$ cat src/rtl/serial_sub.sv
`default_nettype none
// ============================================================================
// Module   : serial_sub
// Purpose  : Bit-serial unsigned subtractor. Computes d = (a - b) mod 2^WIDTH
//            one bit per clock, LSB first, using a full subtractor built from
//            two half subtractors. A request takes WIDTH+2 cycles start to
//            start: one load edge, WIDTH RUN edges, one DONE edge.
// Revision : 1.0 - initial release
// ----------------------------------------------------------------------------
// Ports
//   clk      in   rising-edge clock
//   rst_n    in   asynchronous active-low reset
//   start_i  in   request pulse, only honoured in IDLE
//   a_i      in   WIDTH-bit minuend, captured on the accepted start edge
//   b_i      in   WIDTH-bit subtrahend, captured on the accepted start edge
//   busy_o   out  high while an operation is in RUN or DONE
//   done_o   out  one-cycle pulse, d_o/bout_o are valid
//   d_o      out  WIDTH-bit difference, held until the next accepted start
//   bout_o   out  final borrow (1 iff a < b unsigned)
//   ovf_o    out  signed overflow flag (only with SERIAL_SUB_OVF_EN)
// ----------------------------------------------------------------------------
// Configuration macro
//   SERIAL_SUB_OVF_EN : when defined, adds ovf_o and the operand-MSB capture
//                       flops that feed it.
// ============================================================================
module serial_sub #(
  parameter int WIDTH = 8
) (
  input  logic             clk,
  input  logic             rst_n,
  input  logic             start_i,
  input  logic [WIDTH-1:0] a_i,
  input  logic [WIDTH-1:0] b_i,
  output logic             busy_o,
  output logic             done_o,
  output logic [WIDTH-1:0] d_o,
  output logic             bout_o
`ifdef SERIAL_SUB_OVF_EN
  ,
  output logic             ovf_o
`endif
);

  // Counter must be able to index WIDTH RUN edges (0..WIDTH-1).
  localparam int CNT_W = $clog2(WIDTH + 1);
  localparam logic [CNT_W-1:0] LAST_BIT = CNT_W'(WIDTH - 1);

  typedef enum logic [1:0] {
    S_IDLE = 2'd0,
    S_RUN  = 2'd1,
    S_DONE = 2'd2
  } state_t;

  state_t           state_q, state_d;
  logic [WIDTH-1:0] a_sh_q, a_sh_d;
  logic [WIDTH-1:0] b_sh_q, b_sh_d;
  logic [WIDTH-1:0] res_q, res_d;
  logic             br_q, br_d;
  logic [CNT_W-1:0] cnt_q, cnt_d;
  logic             busy_q, busy_d;
  logic             done_q, done_d;
  logic [WIDTH-1:0] d_q, d_d;
  logic             bout_q, bout_d;

  // Full subtractor as two cascaded half subtractors.
  logic hs1_diff, hs1_borrow;
  logic fs_diff, hs2_borrow, br_next;
  logic [WIDTH-1:0] res_full;

  assign hs1_diff   = a_sh_q[0] ^ b_sh_q[0];
  assign hs1_borrow = ~a_sh_q[0] & b_sh_q[0];
  assign fs_diff    = hs1_diff ^ br_q;
  assign hs2_borrow = ~hs1_diff & br_q;
  assign br_next    = hs1_borrow | hs2_borrow;

  // Result register with the current diff bit shifted in at the MSB; on the
  // final RUN edge this is the complete difference.
  assign res_full = WIDTH'({fs_diff, res_q} >> 1);

`ifdef SERIAL_SUB_OVF_EN
  // The operand registers shift away their MSBs, so keep copies for ovf.
  logic a_msb_q, a_msb_d;
  logic b_msb_q, b_msb_d;
  logic ovf_q, ovf_d;
`endif

  always_ff @(posedge clk or negedge rst_n) begin
    if (!rst_n) begin
      state_q <= S_IDLE;
      a_sh_q  <= '0;
      b_sh_q  <= '0;
      res_q   <= '0;
      br_q    <= 1'b0;
      cnt_q   <= '0;
      busy_q  <= 1'b0;
      done_q  <= 1'b0;
      d_q     <= '0;
      bout_q  <= 1'b0;
`ifdef SERIAL_SUB_OVF_EN
      a_msb_q <= 1'b0;
      b_msb_q <= 1'b0;
      ovf_q   <= 1'b0;
`endif
    end else begin
      state_q <= state_d;
      a_sh_q  <= a_sh_d;
      b_sh_q  <= b_sh_d;
      res_q   <= res_d;
      br_q    <= br_d;
      cnt_q   <= cnt_d;
      busy_q  <= busy_d;
      done_q  <= done_d;
      d_q     <= d_d;
      bout_q  <= bout_d;
`ifdef SERIAL_SUB_OVF_EN
      a_msb_q <= a_msb_d;
      b_msb_q <= b_msb_d;
      ovf_q   <= ovf_d;
`endif
    end
  end

  always_comb begin
    state_d = state_q;
    a_sh_d  = a_sh_q;
    b_sh_d  = b_sh_q;
    res_d   = res_q;
    br_d    = br_q;
    cnt_d   = cnt_q;
    busy_d  = busy_q;
    done_d  = done_q;
    d_d     = d_q;
    bout_d  = bout_q;
`ifdef SERIAL_SUB_OVF_EN
    a_msb_d = a_msb_q;
    b_msb_d = b_msb_q;
    ovf_d   = ovf_q;
`endif

    unique case (state_q)
      S_IDLE: begin
        if (start_i) begin
          a_sh_d  = a_i;
          b_sh_d  = b_i;
          br_d    = 1'b0;
          cnt_d   = '0;
          busy_d  = 1'b1;
          state_d = S_RUN;
`ifdef SERIAL_SUB_OVF_EN
          a_msb_d = a_i[WIDTH-1];
          b_msb_d = b_i[WIDTH-1];
`endif
        end
      end

      S_RUN: begin
        res_d  = res_full;
        a_sh_d = a_sh_q >> 1;
        b_sh_d = b_sh_q >> 1;
        br_d   = br_next;
        cnt_d  = cnt_q + 1'b1;
        if (cnt_q == LAST_BIT) begin
          state_d = S_DONE;
          d_d     = res_full;
          bout_d  = br_next;
          done_d  = 1'b1;
`ifdef SERIAL_SUB_OVF_EN
          // fs_diff is the result MSB on this edge.
          ovf_d = (a_msb_q != b_msb_q) && (fs_diff != a_msb_q);
`endif
        end
      end

      S_DONE: begin
        done_d  = 1'b0;
        busy_d  = 1'b0;
        state_d = S_IDLE;
      end

      default: begin
        state_d = S_IDLE;
      end
    endcase
  end

  assign busy_o = busy_q;
  assign done_o = done_q;
  assign d_o    = d_q;
  assign bout_o = bout_q;
`ifdef SERIAL_SUB_OVF_EN
  assign ovf_o  = ovf_q;
`endif

endmodule

`default_nettype wire

$ cat config.mk
export PLATFORM = sky130hd
export DESIGN_NAME = serial_sub
export DESIGN_NICKNAME = d
export VERILOG_FILES = /design/src/rtl/serial_sub.sv
export SDC_FILE = /design/constraint.sdc
export NUM_CORES = 1
export LEC_CHECK = 0
export CAP_MARGIN = 20
export CORE_MARGIN = 2
export CORE_UTILIZATION = 50
export CTS_CLUSTER_DIAMETER = 150
export DETAILED_ROUTE_END_ITERATION = 8
export GPL_TIMING_DRIVEN = 0
export PLACE_DENSITY = 0.76
export SKIP_CTS_REPAIR_TIMING = 1
export SLEW_MARGIN = 5
export SYNTH_ARGS = -nofsm -noshare
export SYNTH_HDL_FRONTEND = slang
export SYNTH_SLANG_ARGS = --single-unit
export TNS_END_PERCENT = 5
$ cat constraint.sdc
create_clock -name clk -period 1.9 [get_ports clk]
set_input_delay 0.285 -clock clk [delete_from_list [all_inputs] [get_ports clk]]
set_output_delay 0.285 -clock clk [all_outputs]
set_load 0.02 [all_outputs]
==> flow_summary_export.csv <==
group,metric,value,unit
yosys,ys_warn_count,0,
yosys,yosys.area.top_type_share,59.7,%
yosys,ys_types,25,
critical_path,path_max_fanout,2,
grt,grt_overflow_total,0,
yosys,async_reset_ff_share,100,%
layout,final_nets,216,
drt,antenna_left,0,
yosys,ys_seq_area_share,59.7,%
timing,setup_viol,0,
critical_path,crit_path_max_incr_delay,610,ps
layout,n_antenna_cell,0,
drt,via_per_inst,5.27,
drt,firstDrtPassIters,4,
cts,cts-root-buf,"clkbuf_4",
critical_path,cp_data_arrival_time,1340,ps
timing,max_slew_margin,70.4,%
timing,rsz0062_at_grt,"false",
placed_design,placedCellCount,233,
grt,grt_max_degree,26,
drt,post-route-drc-count,0,
placed_design,post-place-ws,299,ps
yosys,ys_seq_elements,41,
yosys,synth_area,1720,sq um
timing,slew_violations,0,
yosys,synth.top_cells.by_area,"dfrtp_1 60%, nand2_1 8.7%, a22oi_1 6.1%",
grt,antenna_found_initial,0,
floorplanning,core_area,3310,sq um
pwr,ir_worst_vdd,0.589,mV
drt,wl,3190,um
grt,grt_use_total,19.1,%
critical_path,critical_path_class,"register to primary output",
pwr,power.density,1420,nW/um^2
critical_path,crit_chain,"clkdlybuf4s50_1",
yosys,synth_area_per_cell,10.9,sq um
timing,hold_violations,0,
yosys,synth_common_cells,"41 x dfrtp_1, 40 x nand2_1, 18 x o21ai_0",
yosys,synthCells,157,
cts,cts_sinks,41,
drt,vias,1269,
placed_design,post-dp-hpwl,2320,um
timing,period_share,85.8,%
floorplanning,die_x,62.6,um
timing,fin_skew,8.73,ps
placed_design,gp_congestion,0.780,
floorplanning,start_util,51.9,%
critical_path,crit_family,"buffers and inverters",
layout,final_cells,241,
drt,drt_iter0_markers,88,
floorplanning,fp.dieH,62.6,um
outcome,status,"completed",
cts,cts_buffers,5,
grt,grt_pass1_vias,1256,
cts,clk_latency,340,ps
layout,synthToLayoutAreaGrowth,25.6,%
yosys,yosys.area.top_type,"dfrtp_1",
timing,worst_pin_slew,445,ps
critical_path,critPathBufInv,1,
timing,setup_ws,271,ps
yosys,synth-main-ff-cell,"dfrtp_1",
critical_path,crit_path_end_kind,"primary output",
hold_path,holdCritPathClass,"input port to async pin",
drt,avgRoutedWirePerCell,13.2,um
flow_run,drv_cap,0,
pwr,power,0.00306,W
critical_path,slowest_stage,"clkdlybuf4s50_1",
critical_path,required,1620,ps
critical_path,worstSetupStartpointType,"register",
cts,clockBufferDepth,2,
yosys,synth_edf_count,0,
layout,drive_gt1_share,14.9,%
floorplanning,rows,21,
cts,htree_num_levels,2,
grt,grt_pass1_wl,5800,um
yosys,synth_nets,178,
floorplanning,pin_count,30,
placed_design,portBuffers,29,
layout,fillerInstances,299,
yosys,synth.most_common_cell,"dfrtp_1",
timing,max_freq,614,MHz
cts,cts_tree,"done",
timing,fin_crit,1630,ps
floorplanning,die_area,3920,sq um
pwr,leakage,0.960,nW
cts,clk_pin_slew,120,ps
## area by class of cell
cell class / count / area, sq um / area share [%]
flip-flops and latches: 41 / 1030 / 47.6
well taps: 46 / 57.6 / 2.67
plain buffers: 11 / 67.6 / 3.13
clock buffers: 6 / 51.3 / 2.38
inverters: 5 / 18.8 / 0.870
multi-input cells: 100 / 606 / 28.1
repair buffers: 31 / 323 / 15.0
clock inverters: 1 / 7.51 / 0.348
## state kept, by name, indices dropped and copies added (netlist names)
name,cells
br_q,1
busy_o,1
d_o,8
b_sh_q,8
bout_o,1
res_q,7
cnt_q,4
state_q,2
done_o,1
a_sh_q,8
## layer usage
metal / track usage [%] / vias to the layer above / wire length [um]
li1: - / 612 / -
met4: 5.83 / 0 / 40
met1: 24.1 / 608 / 1370
met2: 31.0 / 44 / 1610
met5: 0 / - / 0
met3: 6.49 / 5 / 173
## layout by cell type (no fill, tap or decap), types with 2 or more instances in the layout
cell,Yosys,routed
mux2_2,8,8
buf_2,6,7
a22o_1,3,3
mux2i_1,2,2
a22oi_1,14,14
o21ai_0,18,18
nor2b_1,3,3
nand2_1,40,40
clkbuf_1,2,2
clkdlybuf4s50_1,0,28
dfrtp_1,41,41
inv_1,5,5
clkbuf_4,0,5
buf_6,2,2
## worst register-to-register path, cell delays in order, from the launching register on
cell and delay (ps):
dfrtp_1 400, ha_1 230, nand2_1 80, nor3_2 240, buf_6 190, mux2_2 350
## kinds of logic (layout without fill, tap and decap cells)
logic type / Yosys count / count (layout) / share of synthesized area [%]
simple gates: 48 / 48 / 11.7
fa+ha+maj: 2 / 2 / 1.89
mux: 10 / 10 / 6.41
compound gates: 40 / 40 / 15.3
buf+inv: 16 / 54 / 5.03
flops: 41 / 41 / 59.7
## final timing paths
check | start | end | slack, ps | cells after the start
max reg2reg | cnt_q[0] | d_o[1] | 300 | 5
min reg2reg | res_q[1] | res_q[1] | 490 | 2
max | done_o | done_o | 270 | 1
min | rst_n | b_sh_q[7] | 400 | 2
max in group asynchronous | rst_n | d_o[3] | 1040 | 3
min in group clk | res_q[1] | res_q[1] | 490 | 2
## report_power, final
part | internal (W) | leakage (nW) | switching, W
clock network | 0.000173 | 0.0303 | 0.000270
registers | 0.00121 | 0.518 | 0.000201
logic | 0.000581 | 0.411 | 0.000623
total | 0.00196 | 0.960 | 0.00109
## metrics by stage
stage	hold slack, ps	setup TNS [ps]	area (sq um)	utilization, %
global placement	455	-15730	2070	62.4
CTS	-138	0	2150	64.9
global route	401	0	2160	65.2
detailed placement	255	0	2090	63.1
finish	401	0	2160	65.2
floorplan	-10.6	0	1720	-
No activity file was read; power rests on OpenSTA's default activity.
